### config.mk
export PLATFORM = sky130hd
export DESIGN_NAME = mem_write_sequencer
export DESIGN_NICKNAME = d
export VERILOG_FILES = /design/src/rtl/mem_pkg.sv /design/src/rtl/sync_fifo.sv /design/src/rtl/mem_write_sequencer.sv
export SDC_FILE = /design/constraint.sdc
export NUM_CORES = 1
export LEC_CHECK = 0
export ABC_CLOCK_PERIOD_IN_PS = 6080
export CELL_PAD_IN_SITES_DETAIL_PLACEMENT = 0
export CELL_PAD_IN_SITES_GLOBAL_PLACEMENT = 1
export CORE_MARGIN = 4
export CORE_UTILIZATION = 48
export DETAILED_ROUTE_END_ITERATION = 12
export HOLD_SLACK_MARGIN = 0.1
export PLACE_DENSITY = 0.95
export SYNTH_ARGS = -nofsm -noshare
export SYNTH_HDL_FRONTEND = slang
export SYNTH_SLANG_ARGS = --single-unit
### constraint.sdc
create_clock -name clk_i -period 6.08 [get_ports clk_i]
set_input_delay 0.912 -clock clk_i [delete_from_list [all_inputs] [get_ports clk_i]]
set_output_delay 0.912 -clock clk_i [all_outputs]
set_load 0.005 [all_outputs]
### src/rtl/mem_pkg.sv
// Shared constants and types for the memory write path (input manager -> write sequencer).
package mem_pkg;

   localparam int unsigned DATA_W = 16;
   localparam int unsigned ADDR_W = 16;
   // Words per block produced by the upstream input manager.
   localparam int unsigned LANES  = 16;

   typedef logic [DATA_W-1:0] word_t;
   typedef logic [ADDR_W-1:0] addr_t;

   typedef enum logic [1:0] {
      StIdle  = 2'd0,
      StWrite = 2'd1,
      StDone  = 2'd2
   } state_e;

endpackage

### src/rtl/sync_fifo.sv
// Single-clock show-ahead FIFO: rdata_o always presents the head entry while not empty.
module sync_fifo
   import mem_pkg::*;
#(
   parameter int unsigned WIDTH = mem_pkg::DATA_W,
   parameter int unsigned DEPTH = 4
) (
   input  logic             clk_i,
   input  logic             rst_i,
   input  logic             push_i,
   input  logic             pop_i,
   input  logic [WIDTH-1:0] wdata_i,
   output logic [WIDTH-1:0] rdata_o,
   output logic             full_o,
   output logic             empty_o
);

   localparam int unsigned PtrW = (DEPTH > 1) ? $clog2(DEPTH) : 1;
   localparam int unsigned CntW = $clog2(DEPTH + 1);

   logic [WIDTH-1:0] mem_q [DEPTH];
   logic [PtrW-1:0]  wr_ptr_q, wr_ptr_d;
   logic [PtrW-1:0]  rd_ptr_q, rd_ptr_d;
   logic [CntW-1:0]  count_q, count_d;
   logic             do_push, do_pop;

   assign full_o  = (count_q == CntW'(DEPTH));
   assign empty_o = (count_q == '0);
   assign do_push = push_i && !full_o;
   assign do_pop  = pop_i && !empty_o;
   assign rdata_o = mem_q[rd_ptr_q];

   // DEPTH is a power of two, so the pointers wrap naturally.
   always_comb begin
      wr_ptr_d = wr_ptr_q;
      rd_ptr_d = rd_ptr_q;
      count_d  = count_q;
      if (do_push) begin
         wr_ptr_d = wr_ptr_q + PtrW'(1);
      end
      if (do_pop) begin
         rd_ptr_d = rd_ptr_q + PtrW'(1);
      end
      if (do_push && !do_pop) begin
         count_d = count_q + CntW'(1);
      end else if (do_pop && !do_push) begin
         count_d = count_q - CntW'(1);
      end
   end

   always_ff @(posedge clk_i or posedge rst_i) begin
      if (rst_i) begin
         wr_ptr_q <= '0;
         rd_ptr_q <= '0;
         count_q  <= '0;
      end else begin
         wr_ptr_q <= wr_ptr_d;
         rd_ptr_q <= rd_ptr_d;
         count_q  <= count_d;
      end
   end

   always_ff @(posedge clk_i) begin
      if (do_push) begin
         mem_q[wr_ptr_q] <= wdata_i;
      end
   end

endmodule

### src/rtl/mem_write_sequencer.sv
// Writes a stream of words to consecutive addresses from a latched base, decoupled by a FIFO.
module mem_write_sequencer
   import mem_pkg::*;
#(
   parameter int unsigned DATA_W     = mem_pkg::DATA_W,
   parameter int unsigned ADDR_W     = mem_pkg::ADDR_W,
   parameter int unsigned FIFO_DEPTH = 4
) (
   input  logic              clk_i,
   input  logic              rst_i,
   input  logic              start_i,
   input  logic [ADDR_W-1:0] base_addr_i,
   input  logic [ADDR_W-1:0] word_count_i,
   input  logic              in_valid_i,
   input  logic [DATA_W-1:0] in_data_i,
   output logic              in_ready_o,
   output logic              mem_we_o,
   output logic [ADDR_W-1:0] mem_addr_o,
   output logic [DATA_W-1:0] mem_wdata_o,
   input  logic              mem_ready_i,
   output logic              busy_o,
   output logic              done_o
);

   state_e            state_q, state_d;
   logic [ADDR_W-1:0] addr_q, addr_d;
   logic [ADDR_W-1:0] target_q, target_d;
   logic [ADDR_W-1:0] accepted_q, accepted_d;
   logic [ADDR_W-1:0] written_q, written_d;

   logic              fifo_push, fifo_pop, fifo_full, fifo_empty;
   logic [DATA_W-1:0] fifo_head;
   logic              in_ready, mem_we;

   sync_fifo #(
      .WIDTH (DATA_W),
      .DEPTH (FIFO_DEPTH)
   ) u_fifo (
      .clk_i   (clk_i),
      .rst_i   (rst_i),
      .push_i  (fifo_push),
      .pop_i   (fifo_pop),
      .wdata_i (in_data_i),
      .rdata_o (fifo_head),
      .full_o  (fifo_full),
      .empty_o (fifo_empty)
   );

   // in_ready depends only on registered state, never on mem_ready_i.
   always_comb begin
      state_d    = state_q;
      addr_d     = addr_q;
      target_d   = target_q;
      accepted_d = accepted_q;
      written_d  = written_q;
      in_ready   = 1'b0;
      mem_we     = 1'b0;
      fifo_push  = 1'b0;
      fifo_pop   = 1'b0;
      busy_o     = 1'b0;
      done_o     = 1'b0;
      unique case (state_q)
         StIdle: begin
            if (start_i) begin
               addr_d     = base_addr_i;
               target_d   = word_count_i;
               accepted_d = '0;
               written_d  = '0;
               state_d    = (word_count_i == '0) ? StDone : StWrite;
            end
         end
         StWrite: begin
            busy_o    = 1'b1;
            in_ready  = !fifo_full && (accepted_q != target_q);
            mem_we    = !fifo_empty;
            fifo_push = in_valid_i && in_ready;
            fifo_pop  = mem_we && mem_ready_i;
            if (fifo_push) begin
               accepted_d = accepted_q + ADDR_W'(1);
            end
            if (fifo_pop) begin
               addr_d    = addr_q + ADDR_W'(1);
               written_d = written_q + ADDR_W'(1);
               if (written_d == target_q) begin
                  state_d = StDone;
               end
            end
         end
         StDone: begin
            busy_o  = 1'b1;
            done_o  = 1'b1;
            state_d = StIdle;
         end
         default: begin
            state_d = StIdle;
         end
      endcase
   end

   always_ff @(posedge clk_i or posedge rst_i) begin
      if (rst_i) begin
         state_q    <= StIdle;
         addr_q     <= '0;
         target_q   <= '0;
         accepted_q <= '0;
         written_q  <= '0;
      end else begin
         state_q    <= state_d;
         addr_q     <= addr_d;
         target_q   <= target_d;
         accepted_q <= accepted_d;
         written_q  <= written_d;
      end
   end

   assign in_ready_o  = in_ready;
   assign mem_we_o    = mem_we;
   assign mem_addr_o  = addr_q;
   assign mem_wdata_o = mem_we ? fifo_head : '0;

   // A stalled write must hold its address and data until accepted.
   stall_stable_a: assert property (@(posedge clk_i) disable iff (rst_i)
      (mem_we_o && !mem_ready_i) |=> ($stable(mem_addr_o) && $stable(mem_wdata_o)));

   no_push_when_full_a: assert property (@(posedge clk_i) disable iff (rst_i)
      in_ready_o |-> !fifo_full);

endmodule
# Yosys cells after proc, flatten, opt, wreduce, memory -nomap -nowiden
# Memories as Yosys holds them, arrays and structs flattened.
# Index checks and enable logic that the tools add are counted.
# totals
ff_bits,73
latchBits,0
ram_bits,64
romBits,0
inputBits,53
out_inout_bits,36
word_cells,70
memories,1
# op_classes
n_addsub,7
mul,0
div_mod_pow,0
n_lt_le_gt_ge,0
eq_ne,9
n_shift,0
muxes,24
n_bitwise,0
reduce_logical,21
# mem_list
name,words,word_bits,read_ports,rd_ports_with_merged_regs,write_ports,line,rtl
u_fifo.mem_q,4,16,1,0,1,sync_fifo.sv:21,logic [WIDTH-1:0] mem_q [DEPTH];
# ops
op,count
2-to-1 mux 16 bit,6
one-hot mux 16 bit (2 select lines),3
"adder 16 x 1 -> 16 bit, second input constant",3
equality test 16 bit,1
zero test 16 bit,1
inequality test 16 bit,1
AND reduction 3 bit,3
2-to-1 mux 1 bit,8
2-to-1 mux 2 bit,4
"inequality test 2 bit, second input constant",4
logical AND 1 bit,7
2-to-1 mux 3 bit,2
"adder 2 x 1 -> 2 bit, second input constant",2
zero test 1 bit,4
one-hot mux 2 bit (2 select lines),1
nonzero test 2 bit,2
"adder 3 x 1 -> 3 bit, second input constant",1
"equality test 3 bit, second input constant",1
zero test 3 bit,1
"subtractor 3 x 1 -> 3 bit, second input constant",1
"equality test 2 x 1 -> 1 bit, second input constant",1
"equality test 2 bit, second input constant",1
zero test 2 bit,1
AND reduction 2 bit,1
OR reduction 2 bit,1

# Depth between registers and ports, before layout
# Gate-level depths: netlist (run 1).
# depth
word_depth,10
mapped_depth,11
ltp_nobuf,11

# Hierarchy
# A second synthesis (run 1) with hierarchy kept.
# unflattened
hier_cells,589
area_unflattened_um2,6937.9
# by_module_without_submodules
mod,instances,cells_per_inst,area_per_inst_um2,seq_area_each_um2
mem_write_sequencer,1,469,4141.5,1651.6
sync_fifo,1,120,2796.4,2097.0

# Worst setup path before layout (run 1)
# Ideal clock, no wire load.
# synth_path
path_kind,register to output
start,register u_fifo.rd_ptr_q[0]
end,output port mem_wdata_o[10]
arrival_ns,2.036
required_time_ns,5.168
setup_slack_ns,3.132
stages_incl_launch_ff,5
n_path_buf,2
cell_sequence,dfrtp_1 clkbuf_1 buf_1 mux4_2 and3_1
# synth_via
elab_chain_len,2
# synth_rtl
element,line,rtl
start: declaration,sync_fifo.sv:23,"logic [PtrW-1:0] rd_ptr_q, rd_ptr_d;"
start signal: assignment,sync_fifo.sv:58,rd_ptr_q <= rd_ptr_d;
memory (4 x 16 bit),-,
2-to-1 mux 16 bit,mem_write_sequencer.sv:119,assign mem_wdata_o = mem_we ? fifo_head : '0;
end: declaration,mem_write_sequencer.sv:19,"output logic [DATA_W-1:0] mem_wdata_o,"
# Every way passes these cells.

# Final worst setup path (run 1)
# layout_path
start,register u_fifo.rd_ptr_q[0]
end,output port mem_wdata_o[4]
# Same word-level chain as after synthesis.

==> results of run 1 <==
## power groups by stage
stage,Combinational (uW),Clock [uW],Sequential (uW)
detailed placement,1300,0,1460
global route,1440,1100,1480
CTS,1320,1060,1450
finish,1310,1040,1440
global placement,1260,0,1450
floorplan,895,0,1340
## cells by family after synthesis
logic type | synth area share
XOR/XNOR | 0.0704
buffers and inverters | 0.0266
flip-flops | 0.543
AO/OA/AOI/OAI | 0.0987
AND/OR/NAND/NOR | 0.153
adder cells (fa/ha/maj) | 0.0228
multiplexers | 0.0857
## worst max path at each step
| stage | start | to | depth (start not counted) |
|---|---|---|---|
| final | u_fifo.rd_ptr_q[0] | mem_wdata_o[4] | 3 |
| after global routing | u_fifo.rd_ptr_q[0] | mem_wdata_o[4] | 3 |
| after global placement | u_fifo.rd_ptr_q[0] | mem_wdata_o[12] | 3 |
| after detailed placement | u_fifo.rd_ptr_q[0] | mem_wdata_o[12] | 3 |
| after CTS | u_fifo.rd_ptr_q[0] | mem_wdata_o[4] | 3 |
| after floorplan | u_fifo.rd_ptr_q[0] | mem_wdata_o[10] | 4 |
## Yosys cell counts (4+ instances only)
library cell  instances  area [um^2]
and2_1                5         31.3
a21o_1                4         30.0
edfxtp_1             64         1920
nor2_1               34          128
nor2b_1               4         25.0
and4_1                4         35.0
nor4_1               11         68.8
xor2_1               10         87.6
o31ai_1               5         37.5
dfrtp_1              73         1830
mux2_2               17          191
xnor2_1              41          359
clkbuf_1             20         75.1
or3_1                 4         25.0
nand2_1              49          184
o22ai_1              10         62.6
and3_1               26          163
nor3_1                9         45.0
nand4_1              11         68.8
o21ai_0              30          150
nand3_1              27          135
o21ai_1              12         60.1
mux4_2               16          360
o41ai_1               4         35.0
mux2i_1               4         40.0
inv_1                17         63.8
ha_1                 11          138
a21oi_1              33          165
## per-stage QoR
stage | worst slack, ns | hold WS (ns) | power (uW)
after floorplan | 3.13 | 0.456 | 2230
after global placement | 2.80 | 0.474 | 2710
after detailed placement | 2.77 | 0.477 | 2760
after CTS | 2.26 | 0.501 | 3830
final | 2.37 | 0.501 | 3800
after global routing | 2.15 | 0.542 | 4020
## worst register-to-register path: cells and delay by family (launching register included)
kind	cells	cell delay, ns
compound gates	1	1.01
xor+xnor	2	0.40
flops	1	0.48
simple gates	5	1.23
## state kept, by name (all words and copies together), names as in the netlist
register and count:
u_fifo.mem_q 64, accepted_q 16, mem_addr_o 16, target_q 16, written_q 16, u_fifo.count_q 3, state_q 2, u_fifo.rd_ptr_q 2
u_fifo.wr_ptr_q 2
## final cells by class
cell class	count	area [um^2]	area share
repair buffers	91	903	0.106
well taps	180	225	0.0264
clock buffers	17	425	0.0500
inverters	17	63.8	0.00749
clock inverters	15	173	0.0203
flip-flops and latches	137	3750	0.440
multi-input cells	412	2980	0.350
## per-layer routing
layer	part of all wire	vias up	global-route usage
met5	0	-	0
met4	0.018	0	0.0743
met3	0.060	26	0.0600
met2	0.51	178	0.350
met1	0.41	2571	0.259
li1	-	2367	-
==> summary.md, run 1 <==
| Metric | Value |
|---|---|
| Internal Power | 2450 uW |
| Net switching power | 1340 uW |
| Vias in the first global route | 5,196 |
| Final Instance Area | 8520 um^2 |
| Area post-placement | 7920 um^2 |
| Highest Clock Rate | 270 MHz |
| Critical path startpoint category | flop |
| Setup TNS | 0 ns |
| WL per Instance | 18.8 um |
| Synth Register Bits | 137 |
| Worst skew pair latency | 0.43 ns |
| Clock sink total | 137 |
| Cells after DPL | 837 |
| Initial Utilization | 0.494 |
| Slew of the pin with the lowest slew margin | 1.26 ns |
| Slowest cell on the critical path | dfrtp_1 |
| Final setup violating endpoints | 0 |
| Syn Area/Cell | 11.6 um^2 |
| Largest net degree at the start of global routing | 74 |
| DR pass1 iterations | 5 |
| Global-route wire length before repair | 26,700 um |
| Power density cells | 446 nW/um^2 |
| Synth Cell Area | 6910 um^2 |
| Synthesized net count | 659 |
| Gpl congestion | 0.889 |
| Finished Layout Cells | 869 |
| Final hold vios | 0 |
| Port buffer count | 88 |
| Final Critical Period | 3.71 ns |
| Critical Path AT | 2.80 ns |
| Chip Width | 128 um |
| CP Class | reg2out |
| CTS Buf Count | 17 |
| H-tree depth | 4 |
| Post-route DRC | 0 |
| Leading cell types in the layout, fill and taps excluded | clkdlybuf4s50_1, dfrtp_1, edfxtp_1 |
| Io pins | 89 |
| Hold Path Class | reg2reg |
| Reg2Reg Launch Point | target_q[14] |
| Post-synth EDFFs | 64 |
| Hold Path Cell Cnt | 1 |
| CP Cell Sequence | mux4_2, and3_1, clkdlybuf4s50_1 |
| Overall Global Routing Usage | 0.209 |
| Top delay family on crit path | flip-flops |
| Max-slew violation count | 0 |
| Fin util | 0.609 |
| WP buf/inv | 1 |
| Placeable Area | 14,000 um^2 |
| Crit end category | output port |
| Leak Pwr | 0.00322 uW |
| TritonCTS clock tree | done |
| RSZ-0062 raised after global routing | false |
| Syn-to-layout area delta | 23.3% |
| Hold EP | u_fifo.count_q[2] |
| Slowest stage delay, CP | 1.07 ns |
| Clk root buf | clkbuf_16 |
| R2R setup slack | 2.80 ns |
| Final Cycle Share | 0.610 |
| Register area share after synthesis | 0.543 |
| Layout cells sized above 1 | 0.118 |
| 1st-iter DRT viols | 396 |
| Max FO, Critical Path | 18 |
| FFs w/ async S/R, synth | 0.533 |
| Commonest non-fill, non-tap cell in the layout | clkdlybuf4s50_1 |
| Clk_skew | 0.00896 ns |
| Grt ovf | 0 |
| Std-Cell Rows | 43 |
| Vias | 5,142 |
| Nets | 741 |
| Worst slew margin | 0.157 |
| Antenna fix cells | 0 |
| Clk slew on worst S/H paths | 0.07 ns |
| Post-synthesis instance total | 594 |
| Post-DP HPWL | 11,200 um |
| Die ar. | 16,400 um^2 |
| WP data required | 5.17 ns |
| Synth cell types | 55 |
| Die height | 128 um |
| Yosys warning total | 0 |
| Max IR drop VDD | 0.290 mV |
| Antenna violations before repair | 0 |
| Post-CTS Resized | 0 |
| Max_cap viols | 0 |
| Logic pwr share | 0.345 |
| Hold Crit Start | u_fifo.count_q[2] |
| Fillers | 1,090 |
| Status | completed |
| R2R depth | 8 |
| Seq pwr share | 0.381 |
| CTS Buffer Depth | 2 |
| Switching share of power | 0.354 |
| R2r endpoint | accepted_q[14] |
| Clock share of power | 0.275 |
| # hold bufs at CTS | 0 |
| DRT antenna net count | 0 |
| Drt total wl | 16,300 um |
| Post-CTS setup repair buffer count | 0 |
| Ys flop type | dfrtp_1 |
| Vias per cell | 5.92 |
Note: power is estimated with default switching activity, not from simulation.
==> inputs of run 2 (changes only) <==
- ABC_CLOCK_PERIOD_IN_PS: 6080 -> 3200
- CORE_UTILIZATION: 48 -> 40
- PLACE_DENSITY: 0.95 -> 0.87
- clock period: 6.08 -> 3.2 ns (I/O delays scaled with it)
==> run 2 against run 1 <==
Critical path depth increased by 2. Die area up 19%. First-iteration DRC count down 24%. Non-clock buffer count increased by 9. Hold slack worse by 0.013 ns. Register-to-register slack worse by 2.4 ns. Setup slack lost 2.0 ns. Sequential power grew 84%. Total power is 92% higher. Wire length is 1.7% higher. Cell area increased by 1.6%. Largest cell class unchanged. Largest power group is now combinational cells.
==> summary.md, run 2 (same netlist as run 1, synthesis figures left out) <==
| Metric | Value |
|---|---|
| Syn-to-layout area delta | 25.2% |
| Worst slew margin | 0.419 (+0.261) |
| CP Class | reg2out |
| RSZ-0062 raised after global routing | false |
| Antenna violations before repair | 1 (+1) |
| WP data required | 2.72 ns (-2.45 ns) |
| Placeable Area | 16,800 um^2 (+20%) |
| Slowest cell on the critical path | clkdlybuf4s50_1 |
| Drt total wl | 16,600 um (+1.7%) |
| Chip Width | 139 um (+8.9%) |
| Leak Pwr | 0.00326 uW (+1.4%) |
| Clk_skew | 0.0131 ns (+0.00417 ns) |
| Max FFs per register | 64 (unchanged) |
| Die height | 139 um (+8.9%) |
| Antenna fix cells | 0 (unchanged) |
| Max-slew violation count | 0 (unchanged) |
| Post-DP HPWL | 11,500 um (+2.8%) |
| DRT antenna net count | 0 (unchanged) |
| R2R depth | 9 (+1) |
| Io pins | 89 (unchanged) |
| Critical Path AT | 2.38 ns (-0.42 ns) |
| Vias per cell | 5.51 (-6.9%) |
| # hold bufs at CTS | 0 (unchanged) |
| Final Critical Period | 2.86 ns |
| Fin util | 0.516 (-0.0927) |
| Final setup margin | 0.345 ns (-2.03 ns) |
| R2r endpoint | state_q[1] |
| Setup TNS | 0 ns (unchanged) |
| Reg2Reg Launch Point | written_q[0] |
| Cells after DPL | 886 (+5.9%) |
| Final Cycle Share | 0.892 |
| Slowest stage delay, CP | 0.52 ns (-0.55 ns) |
| CTS Buf Count | 17 (unchanged) |
| Die ar. | 19,400 um^2 (+19%) |
| Layout cells sized above 1 | 0.132 (+0.0142) |
| Post-route DRC | 0 (unchanged) |
| Clk root buf | clkbuf_16 |
| CTS Buffer Depth | 2 (unchanged) |
| Vias in the first global route | 5,138 (-1.1%) |
| Commonest non-fill, non-tap cell in the layout | clkdlybuf4s50_1 |
| Highest Clock Rate | 350 MHz |
| Global-route wire length before repair | 27,200 um (+1.7%) |
| Initial Utilization | 0.412 (-0.0817) |
| Max FO, Critical Path | 4 (-14) |
| Clk slew on worst S/H paths | 0.07 ns (about the same) |
| Std-Cell Rows | 47 (+9.3%) |
| Overall Global Routing Usage | 0.176 (-0.0333) |
| WL per Instance | 18.1 um (-3.7%) |
| Finished Layout Cells | 918 (+5.6%) |
| Max_cap viols | 0 (unchanged) |
| H-tree depth | 4 (unchanged) |
| Fillers | 1,458 (+34%) |
| CP Cell Sequence | xnor2_1, nand4_1, nor4_1, nor2_1, clkdlybuf4s50_1 |
| Crit end category | output port |
| 1st-iter DRT viols | 301 (-24%) |
| R2R setup slack | 0.44 ns (-2.36 ns) |
| Nets | 750 (+1.2%) |
| Area post-placement | 8050 um^2 (+1.7%) |
| Critical path startpoint category | flop |
| Place WS | 0.486 ns (-2.28 ns) |
| Grt ovf | 0 (unchanged) |
| Port buffer count | 88 (unchanged) |
| Vias | 5,059 (-1.6%) |
| Status | completed |
| Clock sink total | 137 (unchanged) |
| Post-CTS setup repair buffer count | 0 (unchanged) |
| Hold Path Class | in2async |
| Max IR drop VDD | 0.523 mV (+80%) |
| Final setup violating endpoints | 0 (unchanged) |
| DR pass1 iterations | 4 (-1) |
| Final hold vios | 0 (unchanged) |
| Slew of the pin with the lowest slew margin | 0.872 ns (-0.384 ns) |
| Leading cell types in the layout, fill and taps excluded | clkdlybuf4s50_1, dfrtp_1, edfxtp_1 |
| Largest net degree at the start of global routing | 44 (-41%) |
| TritonCTS clock tree | done |
| Worst skew pair latency | 0.43 ns (about the same) |
| Post-CTS Resized | 0 (unchanged) |
| Register bank with the most flops | u_fifo.mem_q |
| Gpl congestion | 0.809 (-9.0%) |
| Power density cells | 842 nW/um^2 (+89%) |
| Final Instance Area | 8650 um^2 (+1.6%) |
## run 2: worst max path at each step
stage,endpoint,slack [ns],cells past startpoint,from
finish,in_ready_o,0.34,5,target_q[10]
global route,in_ready_o,0.12,5,target_q[6]
CTS,mem_wdata_o[7],0.31,5,state_q[1]
detailed placement,state_q[1],0.49,9,written_q[0]
global placement,state_q[1],0.57,9,written_q[0]
floorplan,mem_wdata_o[10],0.68,4,u_fifo.rd_ptr_q[0]
## run 2: area by class of cell
class	count	area [um^2]	share of cell area
clock buffers	17	425	0.0492
clock inverters	15	174	0.0201
inverters	17	63.8	0.00738
multi-input cells	412	2980	0.344
flip-flops and latches	137	3750	0.433
well taps	220	275	0.0318
repair buffers	100	983	0.114
## run 2: per-layer routing
layer	routed length (um)	global-route usage	vias up
met5	13	0	-
met1	7320	0.232	2514
met2	8170	0.287	139
met4	190	0.0499	2
met3	880	0.0477	19
li1	-	-	2385
## run 2: metrics by stage
step,hold slack (ns),power [uW]
finish,0.488,7290
global route,0.549,7760
CTS,0.500,7360
detailed placement,0.488,5390
global placement,0.472,5300
floorplan,0.456,4250
## run 2: worst max-delay path: cells and delay by family, from the launching register on
| family | cells | cell delay (ns) |
|---|---|---|
| xor+xnor | 1 | 0.23 |
| buf+inv | 1 | 0.52 |
| flops | 1 | 0.46 |
| simple gates | 3 | 0.74 |
## run 2: power breakdown
part / switching [uW] / internal, uW / total, uW / leakage [uW]
combinational: 1320 / 1370 / 2690 / 0.00146
clock: 889 / 1050 / 1940 / 0.000294
sequential: 419 / 2230 / 2650 / 0.00151
